<file path="src/rtl/press_decoder.sv">
// Classifies debounced press bursts as single/double (and triple when
// PRESS_DECODER_TRIPLE_EN is defined) presses; keeps a saturating press count.
module press_decoder #(
    parameter int WINDOW_CYCLES = 1250000,
    parameter int TIMER_W       = 21,
    parameter int COUNT_W       = 8
) (
    input  logic               clk5,
    input  logic               reset,
    input  logic               clean,
    output logic               single_press,
    output logic               double_press,
`ifdef PRESS_DECODER_TRIPLE_EN
    output logic               triple_press,
`endif
    output logic               busy,
    output logic [COUNT_W-1:0] press_count
);

    typedef enum logic [1:0] {
        IDLE  = 2'd0,
        WAIT2 = 2'd1,
        WAIT3 = 2'd2
    } state_t;

    localparam logic [TIMER_W-1:0] TIMER_LAST = TIMER_W'(WINDOW_CYCLES - 1);

    state_t               state_q, state_d;
    logic [TIMER_W-1:0]   timer_q, timer_d;
    logic                 clean_d_q;
    logic                 single_q, single_d;
    logic                 double_q, double_d;
    logic                 busy_q, busy_d;
    logic [COUNT_W-1:0]   count_q, count_d;
`ifdef PRESS_DECODER_TRIPLE_EN
    logic                 triple_q, triple_d;
`endif

    logic ev;
    assign ev = clean & ~clean_d_q;

    always_comb begin
        state_d  = state_q;
        timer_d  = timer_q;
        single_d = 1'b0;
        double_d = 1'b0;
`ifdef PRESS_DECODER_TRIPLE_EN
        triple_d = 1'b0;
`endif
        case (state_q)
            IDLE: begin
                if (ev) begin
                    state_d = WAIT2;
                    timer_d = '0;
                end
            end
            WAIT2: begin
                timer_d = timer_q + 1'b1;
                // A press in the terminal cycle still merges into the burst.
                if (ev) begin
`ifdef PRESS_DECODER_TRIPLE_EN
                    state_d = WAIT3;
                    timer_d = '0;
`else
                    state_d  = IDLE;
                    double_d = 1'b1;
`endif
                end else if (timer_q == TIMER_LAST) begin
                    state_d  = IDLE;
                    single_d = 1'b1;
                end
            end
`ifdef PRESS_DECODER_TRIPLE_EN
            WAIT3: begin
                timer_d = timer_q + 1'b1;
                if (ev) begin
                    state_d  = IDLE;
                    triple_d = 1'b1;
                end else if (timer_q == TIMER_LAST) begin
                    state_d  = IDLE;
                    double_d = 1'b1;
                end
            end
`endif
            default: state_d = IDLE;
        endcase

        busy_d  = (state_d != IDLE);
        count_d = count_q;
        if (ev && (count_q != '1)) begin
            count_d = count_q + 1'b1;
        end
    end

    always_ff @(posedge clk5 or posedge reset) begin
        if (reset) begin
            state_q   <= IDLE;
            timer_q   <= '0;
            clean_d_q <= 1'b0;
            single_q  <= 1'b0;
            double_q  <= 1'b0;
            busy_q    <= 1'b0;
            count_q   <= '0;
`ifdef PRESS_DECODER_TRIPLE_EN
            triple_q  <= 1'b0;
`endif
        end else begin
            state_q   <= state_d;
            timer_q   <= timer_d;
            clean_d_q <= clean;
            single_q  <= single_d;
            double_q  <= double_d;
            busy_q    <= busy_d;
            count_q   <= count_d;
`ifdef PRESS_DECODER_TRIPLE_EN
            triple_q  <= triple_d;
`endif
        end
    end

    assign single_press = single_q;
    assign double_press = double_q;
    assign busy         = busy_q;
    assign press_count  = count_q;
`ifdef PRESS_DECODER_TRIPLE_EN
    assign triple_press = triple_q;
`endif

endmodule

</file>
<file path="config.mk">
export PLATFORM = sky130hd
export DESIGN_NAME = press_decoder
export DESIGN_NICKNAME = d
export VERILOG_FILES = /design/src/rtl/press_decoder.sv
export SDC_FILE = /design/constraint.sdc
export NUM_CORES = 1
export LEC_CHECK = 0
export CAP_MARGIN = 20
export CORE_MARGIN = 3
export CORE_UTILIZATION = 48
export DETAILED_ROUTE_END_ITERATION = 8
export PLACE_DENSITY = 0.71
export SLEW_MARGIN = 40
export SYNTH_ARGS = -nofsm -noshare
export SYNTH_HDL_FRONTEND = slang
export SYNTH_SLANG_ARGS = --single-unit
export TNS_END_PERCENT = 100
</file>
<file path="constraint.sdc">
create_clock -name clk5 -period 2 [get_ports clk5]
set_clock_uncertainty 0.05 [all_clocks]
set_input_delay 0.4 -clock clk5 [delete_from_list [all_inputs] [get_ports clk5]]
set_output_delay 0.4 -clock clk5 [all_outputs]
set_load 0.02 [all_outputs]
</file>
==> flow_summary.toml, run 1 <==
[worst_setup_path]
worst_ep_required_time_ns = 1.55
regToRegStartpoint = "timer_q[0]"
critPathBufInv = 1
endpoint_kind = "primary output"
path_max_fanout = 6
crit_path_cell_trace = "clkdlybuf4s50_1"
cp.arrival_ns = 1.42
worstSetupPathType = "reg -> out"
critPathLaunchType = "register"
cp_top_family = "buffers and inverters"
slowest_delay_ns = 0.64
startpoint = "press_count[2]"
crit_path_top_delay_cell = "clkdlybuf4s50_1"

[die]
fp.coreArea_sq_um = 3200
start_util_pct = 52.4
dieArea_sq_um = 4240
die_width_um = 65.1
io_pins = 14
die_h_um = 65.1
rows = 20

[global_routing]
grt_pass1_wl_mm = 5.80
grt.overflow.total = 0
grt_usage_pct = 18.0
antenna_found_initial = 0
grt_max_degree = 36
grt_pass1_vias = 1269

[timing]
finalSetupViolCount = 0
fin_crit_sh_pct = 93.5
rsz0062_at_grt = "false"
fin_tns_setup_ns = 0
max_freq_mhz = 535
fin_crit_ns = 1.87
slew_viol_final = 0
hold_viol_final = 0

[cells_and_area]
antenna-diode-count = 0
area_delta_synth_final_pct = 17.5
final_common_cell = "dfrtp_1"
fin_nets = 184
drive_gt1_share_pct = 11.8
final_cell_mix = "dfrtp_1 (35), nand2_1 (17), clkdlybuf4s50_1 (13)"
stdcell_count = 222

[route]
routed-wl-met3_um = 107
dr.max_layer_used = "met4"
dr_wl_met2_mm = 1.58
num_vias = 1266
wl_mm = 3.23
firstDrtPassIters = 5
drc = 0
first_iter_violations = 64
wl_per_cell_um = 14.6
ant_nets = 0
wl_met1_mm = 1.51
vias_per_cell = 5.70

[clocking]
clk_latency_ns = 0.33
clockBufferDepth = 2
cts_max_level = 2
clk_pin_slew_ns = 0.10
cts.sinks = 35
numCtsBuffers = 5
ctsRootBufferMaster = "clkbuf_4"
cts_tree = "yes"

[yosys]
ys.flop_type = "dfrtp_1"
syn-cell-area_sq_um = 1680
synth_async_sr_flop_share_pct = 100
yosysWarnings = 0
netlist-cell-type-count = 40
ys_seq_area_share_pct = 52.2
synthCells = 153
synth.ff_latch_count = 35
synth.net_count = 158
synth.avg_cell_area_sq_um = 11.0
synth_edf_count = 0

[worst_hold_path]
min_path_type = "in -> async"

[pwr]
powerDensity_nw_per_um2 = 842
peakVddDrop_mv = 0.474
p_leak_uw = 0.000819

[place]
place_hpwl_mm = 2.33
io_buffers = 13
dp.cells = 215
gp_congestion = 0.856

[run]
drv_cap = 0

[outcome]
status = "finished clean"
cell families (layout without fill, tap and decap cells):
kind of cell	after synthesis	in the layout	synth area share [%]
simple gates	63	63	22.7
flops	35	35	52.2
compound gates	26	26	11.6
buf+inv	10	35	2.76
xor+xnor	8	8	4.18
mux	8	8	4.85
fa+ha+maj	2	2	1.49
other cells	1	1	0.223
layout make-up:
class	instances	area [sq um]
fill	276	1230
inverter	5	18.8
sequential	35	876
tap	44	55.1
timing repair buffer	24	213
clock buffer	6	41.3
multi-input combinational	108	768
metrics by stage:
step / hold slack (ns) / utilization (%) / area [sq um] / total power [uW] / worst slack (ns)
CTS: 0.418 / 60.9 / 1950 / 1670 / 0.0273
global route: 0.452 / 61.6 / 1970 / 1770 / 0.0223
global placement: 0.436 / 59.6 / 1910 / 1320 / 0.0879
finish: 0.411 / 61.6 / 1970 / 1660 / 0.130
floorplan: 0.381 / - / 1680 / 1140 / 0.0569
detailed placement: 0.428 / 59.6 / 1910 / 1330 / 0.0140
flip-flops by register name, indices dropped and copies added (netlist names):
name,flops
busy,1
clean_d_q,1
double_press,1
press_count,8
single_press,1
state_q,2
timer_q,21
report_power, final:
part           internal [uW]  leakage [uW]  switching, uW
combinational            210      0.000326            191
clock                    125     0.0000242            208
sequential               800      0.000469            127
total                   1130      0.000819            526
per-layer routing:
metal  GRT usage, %  vias to the layer above
met5              0                        -
met2           29.8                       23
met3           4.10                        4
met1           22.2                      613
li1               -                      626
met4           8.55                        0
cell usage after synthesis, drive strengths merged (2+ instances only):
cell     n  share of area, %
inv      5               1.1
and3     3               1.1
nand2b   3               1.1
dfrtp   35                52
o311ai   3               1.6
mux2i    7               4.2
and4     2               1.0
nor2b    2              0.75
o21ai    4               1.2
nand4    4               1.5
clkbuf   3              0.67
or4      3               1.6
buf      2              0.97
xor2     3               1.6
ha       2               1.5
nand4b   2               1.0
nand2   17               3.8
nor4     4               2.4
or3      3               1.1
o41ai    2               1.0
xnor2    5               2.6
o211ai   7               3.1
nand3   11               4.0
nor3     5               1.5
o31ai    7               3.1
path summary, 6_finish.rpt:
| path | cells past startpoint | slack, ns | to |
|---|---|---|---|
| setup / recovery | 1 | 0.13 | press_count[2] |
| hold / removal | 3 | 0.41 | press_count[3] |
| setup reg to reg | 5 | 0.14 | timer_q[20] |
| hold reg to reg | 1 | 0.44 | timer_q[20] |
| max in group asynchronous | 3 | 1.18 | timer_q[0] |
| min in group clk5 | 1 | 0.44 | timer_q[20] |
timing repair:
action / in CTS / in global routing
buffers inserted: 0 / 1
setup endpoints to repair: 0 / 2
gates resized for setup: 0 / 2
hold buffers: 0 / 0
No activity file was read; power rests on OpenSTA's default activity.
==> run 2: changes to the inputs <==
--- a/config.mk
+++ b/config.mk
@@ -5,10 +5,12 @@
 export SDC_FILE = /design/constraint.sdc
 export NUM_CORES = 1
 export LEC_CHECK = 0
-export CAP_MARGIN = 20
+export CAP_MARGIN = 40
 export CORE_MARGIN = 3
 export CORE_UTILIZATION = 48
 export DETAILED_ROUTE_END_ITERATION = 8
+export GPL_TIMING_DRIVEN = 0
+export HOLD_SLACK_MARGIN = 0.05
 export PLACE_DENSITY = 0.71
 export SLEW_MARGIN = 40
 export SYNTH_ARGS = -nofsm -noshare
==> run 2 against run 1 <==
Via count is 6.3% higher. Die area stayed put. Count of clock-buffer cells in the layout is 1 lower. Setup slack worse by 0.036 ns. Combinational power is 4% higher. Non-clock buffer count is 2 lower. Critical path type unchanged. Register-to-register slack worse by 0.05 ns. Clock power is 56% higher.
==> flow_summary.toml, run 2 (synthesized netlist as in run 1, its figures left out) <==
[timing]
hold_viol_final = 0
fin_crit_sh_pct = 95.3
hold_ws_ns = 0.412
finalSetupViolCount = 0
max_freq_mhz = 525
slew_viol_final = 0
fin_crit_ns = 1.91
worstMarginPinSlew_ns = 0.707
fin_tns_setup_ns = 0
relSlewSlack_pct = 52.8
rsz0062_at_grt = "true"

[pwr]
p_int_uw = 1280
powerDensity_nw_per_um2 = 933
peakVddDrop_mv = 0.617
combPwrFrac_pct = 22.3
p_switching_uw = 589
switching_share_pct = 31.6
p_leak_uw = 0.000820
p_seq_share_pct = 49.8
power.share.clock_pct = 27.9

[die]
die_width_um = 65.1
start_util_pct = 52.4
fp.coreArea_sq_um = 3200
rows = 20
io_pins = 14
dieArea_sq_um = 4240
die_h_um = 65.1

[cells_and_area]
final_cell_mix = "dfrtp_1 (34), nand2_1 (17), clkdlybuf4s50_1 (13)"
final_common_cell = "dfrtp_1"
antenna-diode-count = 0
seq_area_sq_um = 877
fin_nets = 182
area_delta_synth_final_pct = 19.2
num-fill-cells = 275
top_register = "timer_q"
stdcell_count = 222
largest_reg_flops = 21
multiInputGateArea_sq_um = 782
drive_gt1_share_pct = 13.5
fin_util_pct = 62.4

[clocking]
clk_pin_slew_ns = 0.12
numCtsBuffers = 5
clockBufferDepth = 2
cts_max_level = 2
ctsRootBufferMaster = "clkbuf_4"
clk_latency_ns = 0.36
cts_tree = "yes"
cts_hold_buf = 0
cts.sinks = 35

[global_routing]
grt_usage_pct = 18.1
grt.overflow.total = 0
grt_max_degree = 36
antenna_found_initial = 0
grt_pass1_wl_mm = 5.84
grt_pass1_vias = 1240

[route]
first_iter_violations = 109
vias_per_cell = 6.06
wl_per_cell_um = 15.4
drc = 0
wl_mm = 3.41
firstDrtPassIters = 4
num_vias = 1346
ant_nets = 0

[outcome]
status = "finished clean"

[worst_setup_path]
r2r_setup_slack_ns = 0.09
slowest_delay_ns = 0.64
critPathBufInv = 1
critPathLaunchType = "register"
crit_path_cell_trace = "clkdlybuf4s50_1"
regToRegStartpoint = "timer_q[0]"
crit_path_top_delay_cell = "clkdlybuf4s50_1"
cp.arrival_ns = 1.46
endpoint_kind = "primary output"
reg2reg_depth = 5
worstSetupPathType = "reg -> out"
worst_ep_required_time_ns = 1.55
cp_top_family = "buffers and inverters"
r2r_end = "timer_q[17]"
path_max_fanout = 6

[place]
place_hpwl_mm = 2.27
dp.cells = 210
io_buffers = 13
gp_congestion = 0.901

[run]
drv_cap = 0

[worst_hold_path]
min_path_type = "in -> async"
==> run 2: metrics by stage <==
stage               setup slack [ns]  total power, uW  area [sq um]
detailed placement            -0.264             1330          1860
global route                 -0.0194             1950          2000
floorplan                     0.0569             1140          1680
finish                        0.0939             1870          2000
CTS                           0.0185             1870          1970
global placement              -0.253             1310          1860
==> run 2: final cells by class <==
| type | count | share of cell area [%] |
|---|---|---|
| timing repair buffer | 18 | 8.39 |
| clock buffer | 5 | 1.88 |
| inverter | 5 | 0.939 |
| sequential | 35 | 43.9 |
| multi-input combinational | 108 | 39.1 |
| buffer | 4 | 0.876 |
| clock inverter | 3 | 2.19 |
| tap | 44 | 2.75 |
==> run 2: how the worst max path moves through the flow <==
| stage | to | startpoint | slack [ns] | cells after the start |
|---|---|---|---|---|
| final | press_count[2] | press_count[2] | 0.09 | 1 |
| after global routing | timer_q[17] | timer_q[0] | -0.02 | 5 |
| after CTS | timer_q[18] | timer_q[1] | 0.02 | 6 |
| after detailed placement | timer_q[14] | clean | -0.26 | 7 |
| after global placement | timer_q[3] | clean | -0.25 | 7 |
| after floorplan | timer_q[20] | timer_q[0] | 0.06 | 6 |
==> run 2: timing repair <==
item	4_1_cts	5_1_grt
pin swaps	1	2
hold endpoints to repair	0	0
buffers inserted	2	3
setup endpoints to repair	2	13
resized for setup	2	6
==> run 2: power by group through the flow <==
stage | Sequential [uW] | Clock, uW | Combinational, uW
floorplan | 985 | 0 | 156
global route | 947 | 551 | 456
detailed placement | 938 | 0 | 390
CTS | 926 | 530 | 418
global placement | 926 | 0 | 379
finish | 929 | 521 | 416
==> run 2: per-layer routing <==
metal	vias up	track usage [%]	part of all wire, %
met1	676	23.6	44
li1	623	-	-
met5	-	0	0
met3	7	6.15	6.2
met4	0	7.25	1.6
met2	40	27.8	48
